--- src/rtl/sram_port_arbiter.sv ---
`default_nettype none
// ============================================================================
// Module      : sram_port_arbiter
// Description : Two-port arbiter in front of a single-port SRAM with a
//               one-cycle read latency. Port 0 (MEM stage) normally wins.
//               Port 1 (debug/DMA) is promoted to priority once it has been
//               denied STARVE_LIMIT consecutive cycles.
// Ports       : clk, rst (async, active-low)
//               p0_req/p0_flush/p0_addr/p0_wea/p0_din -> p0_gnt/p0_rvalid/p0_rdata
//               p1_req/p1_addr/p1_wea/p1_din          -> p1_gnt/p1_rvalid/p1_rdata
//               data_ena/data_addra/data_wea/data_dina -> SRAM, data_douta <- SRAM
// Revision    : 1.0  initial release
// ============================================================================
module sram_port_arbiter #(
    parameter int STARVE_LIMIT = 4
) (
    input  logic        clk,
    input  logic        rst,
    // port 0
    input  logic        p0_req,
    input  logic        p0_flush,
    input  logic [63:0] p0_addr,
    input  logic [7:0]  p0_wea,
    input  logic [63:0] p0_din,
    output logic        p0_gnt,
    output logic        p0_rvalid,
    output logic [63:0] p0_rdata,
    // port 1
    input  logic        p1_req,
    input  logic [63:0] p1_addr,
    input  logic [7:0]  p1_wea,
    input  logic [63:0] p1_din,
    output logic        p1_gnt,
    output logic        p1_rvalid,
    output logic [63:0] p1_rdata,
    // SRAM
    output logic        data_ena,
    output logic [63:0] data_addra,
    output logic [7:0]  data_wea,
    output logic [63:0] data_dina,
    input  logic [63:0] data_douta
);

    localparam logic [3:0] c_limit = 4'(STARVE_LIMIT);

    logic [3:0] r_starve_cnt;
    logic       r_pending;
    logic       r_owner;      // 0: port 0, 1: port 1

    logic       w_p0_elig;
    logic       w_p1_elig;
    logic       w_force1;
    logic       w_rd_grant;

    // Requests are masked by reset so that every output is 0 while rst=0,
    // including the purely combinational grant and SRAM signals.
    assign w_p0_elig = p0_req & ~p0_flush & rst;
    assign w_p1_elig = p1_req & rst;
    assign w_force1  = (r_starve_cnt == c_limit);

    always_comb begin
        p0_gnt = 1'b0;
        p1_gnt = 1'b0;
        if (w_force1) begin
            p1_gnt = w_p1_elig;
            p0_gnt = w_p0_elig & ~w_p1_elig;
        end else begin
            p0_gnt = w_p0_elig;
            p1_gnt = w_p1_elig & ~w_p0_elig;
        end
    end

    always_comb begin
        data_ena   = p0_gnt | p1_gnt;
        data_addra = 64'd0;
        data_wea   = 8'd0;
        data_dina  = 64'd0;
        if (p0_gnt) begin
            data_addra = p0_addr;
            data_wea   = p0_wea;
            data_dina  = p0_din;
        end else if (p1_gnt) begin
            data_addra = p1_addr;
            data_wea   = p1_wea;
            data_dina  = p1_din;
        end
    end

    assign w_rd_grant = data_ena & (data_wea == 8'd0);

    always_ff @(posedge clk or negedge rst) begin
        if (!rst) begin
            r_starve_cnt <= 4'd0;
            r_pending    <= 1'b0;
            r_owner      <= 1'b0;
        end else begin
            // Saturate at the limit; the count never wraps.
            if (p1_req && !p1_gnt) begin
                if (r_starve_cnt >= c_limit) begin
                    r_starve_cnt <= c_limit;
                end else begin
                    r_starve_cnt <= r_starve_cnt + 4'd1;
                end
            end else begin
                r_starve_cnt <= 4'd0;
            end
            // A response is owed only for the cycle right after a read grant;
            // writes and idle cycles retire any earlier pending state.
            r_pending <= w_rd_grant;
            if (w_rd_grant) begin
                r_owner <= p1_gnt;
            end
        end
    end

    // A flush in the response cycle drops the port 0 read result.
    assign p0_rvalid = r_pending & ~r_owner & ~p0_flush;
    assign p1_rvalid = r_pending &  r_owner;
    assign p0_rdata  = p0_rvalid ? data_douta : 64'd0;
    assign p1_rdata  = p1_rvalid ? data_douta : 64'd0;

endmodule
`default_nettype wire
--- config.mk ---
export PLATFORM = sky130hd
export DESIGN_NAME = sram_port_arbiter
export DESIGN_NICKNAME = d
export VERILOG_FILES = /design/src/rtl/sram_port_arbiter.sv
export SDC_FILE = /design/constraint.sdc
export NUM_CORES = 1
export LEC_CHECK = 0
export ABC_AREA = 1
export BUFFER_PORTS_ARGS = -buffer_cell sky130_fd_sc_hd__buf_2
export CELL_PAD_IN_SITES_DETAIL_PLACEMENT = 0
export CELL_PAD_IN_SITES_GLOBAL_PLACEMENT = 1
export CORE_AREA = 2 2 236 238
export CTS_CLUSTER_DIAMETER = 50
export DETAILED_ROUTE_END_ITERATION = 12
export DIE_AREA = 0 0 238 240
export MAX_ROUTING_LAYER = met4
export PLACE_DENSITY = 0.4
export SLEW_MARGIN = 20
export SYNTH_ARGS = -nofsm -noshare
export SYNTH_HDL_FRONTEND = slang
export SYNTH_SLANG_ARGS = --single-unit
--- constraint.sdc ---
create_clock -name clk -period 2.31 [get_ports clk]
set_clock_uncertainty 0.15 [all_clocks]
set_input_delay 0.1155 -clock clk [delete_from_list [all_inputs] [get_ports clk]]
set_output_delay 0.1155 -clock clk [all_outputs]
set_load 0.02 [all_outputs]
==> impl_results.md, run 1 <==
* Vias at 5738
* Number of clock sinks at 6
* Final Util at 0.129
* Crit end category: output pin
* Area of the multi-input gates at 1940 um^2
* CTS Buf Count at 3
* First-pass GRT wire length at 42700 um
* Post-synth EDFFs at 0
* Layout cell share with drive strength beyond 1 at 0.625
* Min Hold Slack at 0.0374 ns
* MaxCap Viol Count at 0
* Net load switching power at 0.000881 W
* Fmax at 0.453 GHz
* Synth top area share at 0.433
* Nets at 1413
* Final Setup Violations at 0
* Largest area contributor in the netlist: a22o_1
* GRT overflow at 0
* Post-synthesis cell count at 453
* Int Pwr at 0.000936 W
* Drt wl/cell at 18.9 um
* Post-DP HPWL at 29200 um
* Leakage at 4.57 nW
* Max-slew violations at 0
* Ys flop type: dfrtp_1
* Ys async rst share at 1.00
* Placed cell area at 6580 um^2
* Vias in the first global route at 5188
* RSZ-0062 raised after global routing: no
* Register area share after synthesis at 0.0579
* Pwr/cell area at 258 nW/um^2
* GP Congestion at 0.958
* Syn_nets at 796
* Combinational share of power at 0.779
* Startpoint Class: flip-flop
* Top-count cell post-synth: nor2_1
* Synth area leaders: a22o_1 (43%), nor2_1 (19%), inv_1 (12%)
* Cell mode on critical path: buf_4
* Synthesized cell area at 2590 um^2
* Crit-path cells: inv_1, ha_1, nand3_2, nand2_2, buf_4, nand2_8, clkinv_8, buf_4, a22o_1, buf_2
* H-tree depth at 1
* CTS tree: yes
* Die X at 238 um
* Worst Path Arrival at 1.94 ns
* Max stage delay cell, worst path: dfrtp_1
* Number of remaining DRC errors at 0
* Die area at 57100 um^2
* Post-route clock period utilization at 0.956
* CP max FO at 6
* Clk slew on worst S/H paths at 0.03 ns
* Core area at 54700 um^2
* Drt via density at 3.21
* Layout fillers at 6517
* Area grow syn2layout at 171%
* Unique masters post-synth at 20
* 1st-iter DRT viols at 318
* Die H at 240 um
* Clock Tree Buf Depth at 2
* Post-route cell area at 7030 um^2
* Commonest cells post-synth: nor2_1 (134), a22o_1 (128), inv_1 (85), nand2_1 (37), buf_2 (15)
* IO buf count at 609
* Post-Layout Cell Count at 1788
* Row count at 86
* Worst min path class: primary input to flip-flop
* Final ANT Viol Nets at 0
* Clock power frac at 0.153
* Critical Path RT at 2.04 ns
* FF+latch count, synth at 6
* Num ports at 610
* FF+latch area at 150 um^2
* Synthesized area per cell at 5.72 um^2
* Root buf cell: clkbuf_16
* Crit Path Class: flip-flop to output pin
* Fin. Hold Viols at 0
* All-Layer GR Usage at 0.110
* Minimum clock period at 2.21 ns
* Max stage delay on crit path at 0.34 ns
* Placed Cells at 1753
* Synth Warn # at 0
* Worst skew pair latency at 0.23 ns
* Run status: completed
* Pin count of the biggest net entering global routing at 41
* Worst vdd ir at 0.179 mV
* Starting Density at 0.0474
* Drt total wl at 33800 um
* Total power at 0.00182 W
* Sequential power share at 0.068
* Initial antenna violation count at 22
* 1st-pass router iterations at 5
* Switching fraction of total power at 0.485
-- power by group through the flow --
stage               clock [W]  sequential, W  combinational [W]
global route         0.000292       0.000124            0.00151
global placement            0       0.000125            0.00134
CTS                  0.000285       0.000123            0.00142
detailed placement          0       0.000125            0.00133
floorplan                   0       0.000121           0.000640
finish               0.000279       0.000123            0.00142
-- timing repair --
| item | CTS | global route |
|---|---|---|
| gates resized for setup | 15 | 21 |
| endpoints found under the hold margin | 6 | 0 |
| gates cloned | 5 | 1 |
| setup endpoints to repair | 122 | 127 |
| buffers inserted | 7 | 2 |
| pin swaps | 2 | 3 |
| hold buffers | 1 | 0 |
-- final timing paths --
check / start / endpoint / slack (ns) / cells after the start
min reg2reg: r_starve_cnt[3]$_DFF_PN0_ / r_starve_cnt[1]$_DFF_PN0_ / 0.37 / 3
max reg2reg: r_starve_cnt[0]$_DFF_PN0_ / r_owner$_DFFE_PN0P_ / 0.19 / 15
min in group asynchronous: rst / r_pending$_DFF_PN0_ / 0.21 / 2
min: p1_req / r_starve_cnt[1]$_DFF_PN0_ / 0.04 / 3
max: r_starve_cnt[0]$_DFF_PN0_ / data_dina[9] / 0.10 / 10
max in group asynchronous: rst / r_starve_cnt[3]$_DFF_PN0_ / 1.58 / 2
-- cell usage in the layout, fill, tap and decap left out, types with 2 or more instances in the layout --
master     count
nand2_2        3
buf_12         3
buf_6          2
nand2_8        2
nand2_1       35
clkbuf_16      3
inv_1         85
a22o_1       128
buf_2        601
buf_8          2
nand3_1        5
nor2_4         2
nor2_1       134
diode_2       16
ha_1           2
buf_16         7
buf_4         36
dfrtp_1        6
nor3_1         2
-- stage by stage --
step / TNS, ns / worst slack (ns)
after global routing: 0 / 0.00721
after global placement: 0 / 0.0543
final: 0 / 0.102
after detailed placement: 0 / 0.0812
after CTS: -0.287 / -0.0229
after floorplan: 0 / 0.378
-- cells by family (layout without fill, tap and decap cells) --
| logic type | count (synthesis) | in the layout | synth area share |
|---|---|---|---|
| compound gates | 129 | 129 | 0.435 |
| other cells | 1 | 17 | 0.00145 |
| simple gates | 186 | 187 | 0.282 |
| buf+inv | 129 | 743 | 0.214 |
| fa+ha+maj | 2 | 2 | 0.00966 |
| flops | 6 | 6 | 0.0579 |
-- registers in the layout (all words and copies together), names as in the netlist --
name	count
r_starve_cnt	4
r_pending	1
r_owner	1
-- layout make-up --
class / instances / share of cell area
Antenna cell: 16 / 0.00569
Clock buffer: 3 / 0.0107
Inverter: 87 / 0.0482
Multi-Input combinational cell: 319 / 0.276
Sequential cell: 6 / 0.0213
Tap cell: 704 / 0.125
Timing Repair Buffer: 652 / 0.511
Timing Repair inverter: 1 / 0.00231
-- worst max-delay path, delay by kind of cell (launching register included) --
| family | cells | cell delay, ns |
|---|---|---|
| buf+inv | 5 | 0.68 |
| flops | 1 | 0.34 |
| simple gates | 3 | 0.28 |
| compound gates | 1 | 0.22 |
| fa+ha+maj | 1 | 0.20 |
-- metal layers --
layer  up-vias  GRT usage  share of wire
met3         6     0.0261          0.081
met2       289      0.178           0.48
met5         -          -              0
met1      2676      0.146           0.43
li1       2767          -              -
met4         0    0.00511         0.0017
Power figures use the tool's default switching activity.
==> run 2: changes to the inputs <==
==> constraint.sdc (replaced) <==
create_clock -name clk -period 2.31 [get_ports clk]
set_clock_uncertainty 0.15 [all_clocks]
set_input_delay 0.462 -clock clk [delete_from_list [all_inputs] [get_ports clk]]
set_output_delay 0.462 -clock clk [all_outputs]
set_load 0.02 [all_outputs]
==> impl_results.md, run 2 (same netlist as run 1, synthesis figures left out) <==
* Vias at 5742
* H-tree depth at 1
* Max-slew violations at 0
* Biggest regs: r_starve_cnt x4, r_owner x1, r_pending x1
* Pin count of the biggest net entering global routing at 42
* Worst vdd ir at 0.161 mV
* Leakage at 4.78 nW
* GRT overflow at 0
* Net load switching power at 0.000884 W
* Die X at 238 um
* Fmax at 0.405 GHz
* Hold buffer count at cts at 0
* R2r endpoint: r_owner$_DFFE_PN0P_
* Final ANT Viol Nets at 0
* Pwr/cell area at 256 nW/um^2
* Most frequent cells in the layout: buf_2 (507), nor2_1 (134), a22o_1 (121)
* Core area at 54700 um^2
* Clk slew on worst S/H paths at 0.03 ns
* First-pass GRT wire length at 38400 um
* MaxCap Viol Count at 0
* Row count at 86
* Layout fillers at 6383
* Final Setup Violations at 128
* Layout cell share with drive strength beyond 1 at 0.644
* Sequential power share at 0.063
* GP Congestion at 0.770
* Final critical-path setup slack at -0.160 ns
* Max reg flops at 4
* Clock power frac at 0.140
* Crit Path Class: flip-flop to output pin
* R2R cell count at 14
* CTS Buf Count at 3
* Post-route clock period utilization at 1.07
* Number of remaining DRC errors at 0
* Drt total wl at 29800 um
* Crit end category: output pin
* Starting Density at 0.0474
* Nets at 1421
* Worst min path class: primary input to asynchronous set/reset pin
* Worst skew pair latency at 0.23 ns
* IO buf count at 609
* Startpoint Class: flip-flop
* All-Layer GR Usage at 0.0960
* Die H at 240 um
* 1st-iter DRT viols at 148
* Root buf cell: clkbuf_16
* Setup slack, reg-to-reg at 0.19 ns
* Top reg by flops: r_starve_cnt
* Post-DP HPWL at 25800 um
* RSZ-0062 raised after global routing: yes
* Reg2reg start: r_starve_cnt[0]$_DFF_PN0_
* Die area at 57100 um^2
* 1st-pass router iterations at 6
* Commonest non-fill, non-tap cell in the layout: buf_2
* Area grow syn2layout at 200%
* Combinational share of power at 0.796
* CTS tree: yes
* Number of clock sinks at 6
* Int Pwr at 0.00111 W
* Final Util at 0.142
* Drt wl/cell at 16.7 um
* Total negative setup slack at -10.84 ns
* Num ports at 610
* Drt via density at 3.21
* Failing checks: setup timing
* Fin. Hold Viols at 0
* Critical Path RT at 1.70 ns
* Worst Path Arrival at 1.86 ns
* Switching fraction of total power at 0.444
* Clock Tree Buf Depth at 2
* Vias in the first global route at 5694
* Initial antenna violation count at 17
* CP max FO at 41
* Run status: finished with violations
* Minimum clock period at 2.47 ns
[run 2: changes by cell type in the layout (fill, tap and decap cells not counted), sizes merged]
cell	delta
clkbuf	+4
diode	-7
clkinv	-1
bufbuf	+1
buf	+6
dlygate4sd3	-1
nand2	-1
[run 2: timing repair]
| item | 4_1_cts | 5_1_grt |
|---|---|---|
| resized for setup | 167 | 54 |
| endpoints found under the setup margin | 134 | 193 |
| setup buffers | 2 | 1 |
| gates cloned | 3 | 3 |
| pin swaps | 7 | 8 |
| hold endpoints to repair | 0 | 0 |
[run 2: stage by stage]
| step | std cells | total power, W | worst slack (ns) | hold WS (ns) | cell area (um^2) |
|---|---|---|---|---|---|
| 6_report | 1789 | 0.00199 | -0.160 | 0.0101 | 7780 |
| 5_1_grt | 1789 | 0.00212 | -0.237 | 0.0252 | 7780 |
| 4_1_cts | 1777 | 0.00195 | -0.140 | 0.0141 | 7520 |
| 3_5_place_dp | 1769 | 0.00147 | -0.112 | 0.257 | 6770 |
| 3_3_place_gp | 1769 | 0.00148 | -0.0939 | 0.253 | 6770 |
| 2_1_floorplan | 453 | 0.000763 | 0.157 | 0.0164 | 2600 |
[run 2: critical path: stages (launching register included)]
cell and delay, ns:
dfrtp_1 0.37, inv_1 0.06, ha_2 0.16, nand3_2 0.08, nand2_4 0.11, nand2_4 0.07
buf_12 0.16, buf_12 0.18, a22o_1 0.21, buf_2 0.16
[run 2: final cells by class]
| cell class | instances | area (um^2) | area share |
|---|---|---|---|
| Antenna cell | 9 | 22.5 | 0.00289 |
| Clock buffer | 3 | 75.1 | 0.00965 |
| Sequential cell | 6 | 150 | 0.0193 |
| Tap cell | 704 | 881 | 0.113 |
| Timing Repair Buffer | 662 | 4300 | 0.553 |
| Inverter | 87 | 334 | 0.0429 |
| Multi-Input combinational cell | 318 | 2020 | 0.259 |
[run 2: worst max path at each step]
| stage | slack (ns) | cells past startpoint | end | startpoint |
|---|---|---|---|---|
| floorplan | 0.16 | 9 | data_addra[0] | r_starve_cnt[0]$_DFF_PN0_ |
| global placement | -0.09 | 10 | data_dina[19] | rst |
| detailed placement | -0.11 | 10 | data_dina[53] | rst |
| CTS | -0.14 | 10 | data_dina[49] | r_starve_cnt[0]$_DFF_PN0_ |
| global route | -0.24 | 10 | data_dina[46] | r_starve_cnt[0]$_DFF_PN0_ |
| finish | -0.16 | 9 | data_addra[54] | r_starve_cnt[0]$_DFF_PN0_ |
[run 2: metal layers]
layer	global-route usage	vias to the layer above	wire length (um)
met5	-	-	0
met4	0.0350	0	833
met3	0.0152	32	2300
met2	0.167	395	14600
met1	0.112	2558	12000
li1	-	2757	-
[run 2: power groups by stage]
| stage | clock [W] | sequential (W) | combinational (W) |
|---|---|---|---|
| final | 0.000279 | 0.000126 | 0.00158 |
| after global routing | 0.000292 | 0.000127 | 0.00170 |
| after CTS | 0.000282 | 0.000124 | 0.00154 |
| after detailed placement | 0 | 0.000125 | 0.00134 |
| after global placement | 0 | 0.000125 | 0.00136 |
| after floorplan | 0 | 0.000122 | 0.000641 |
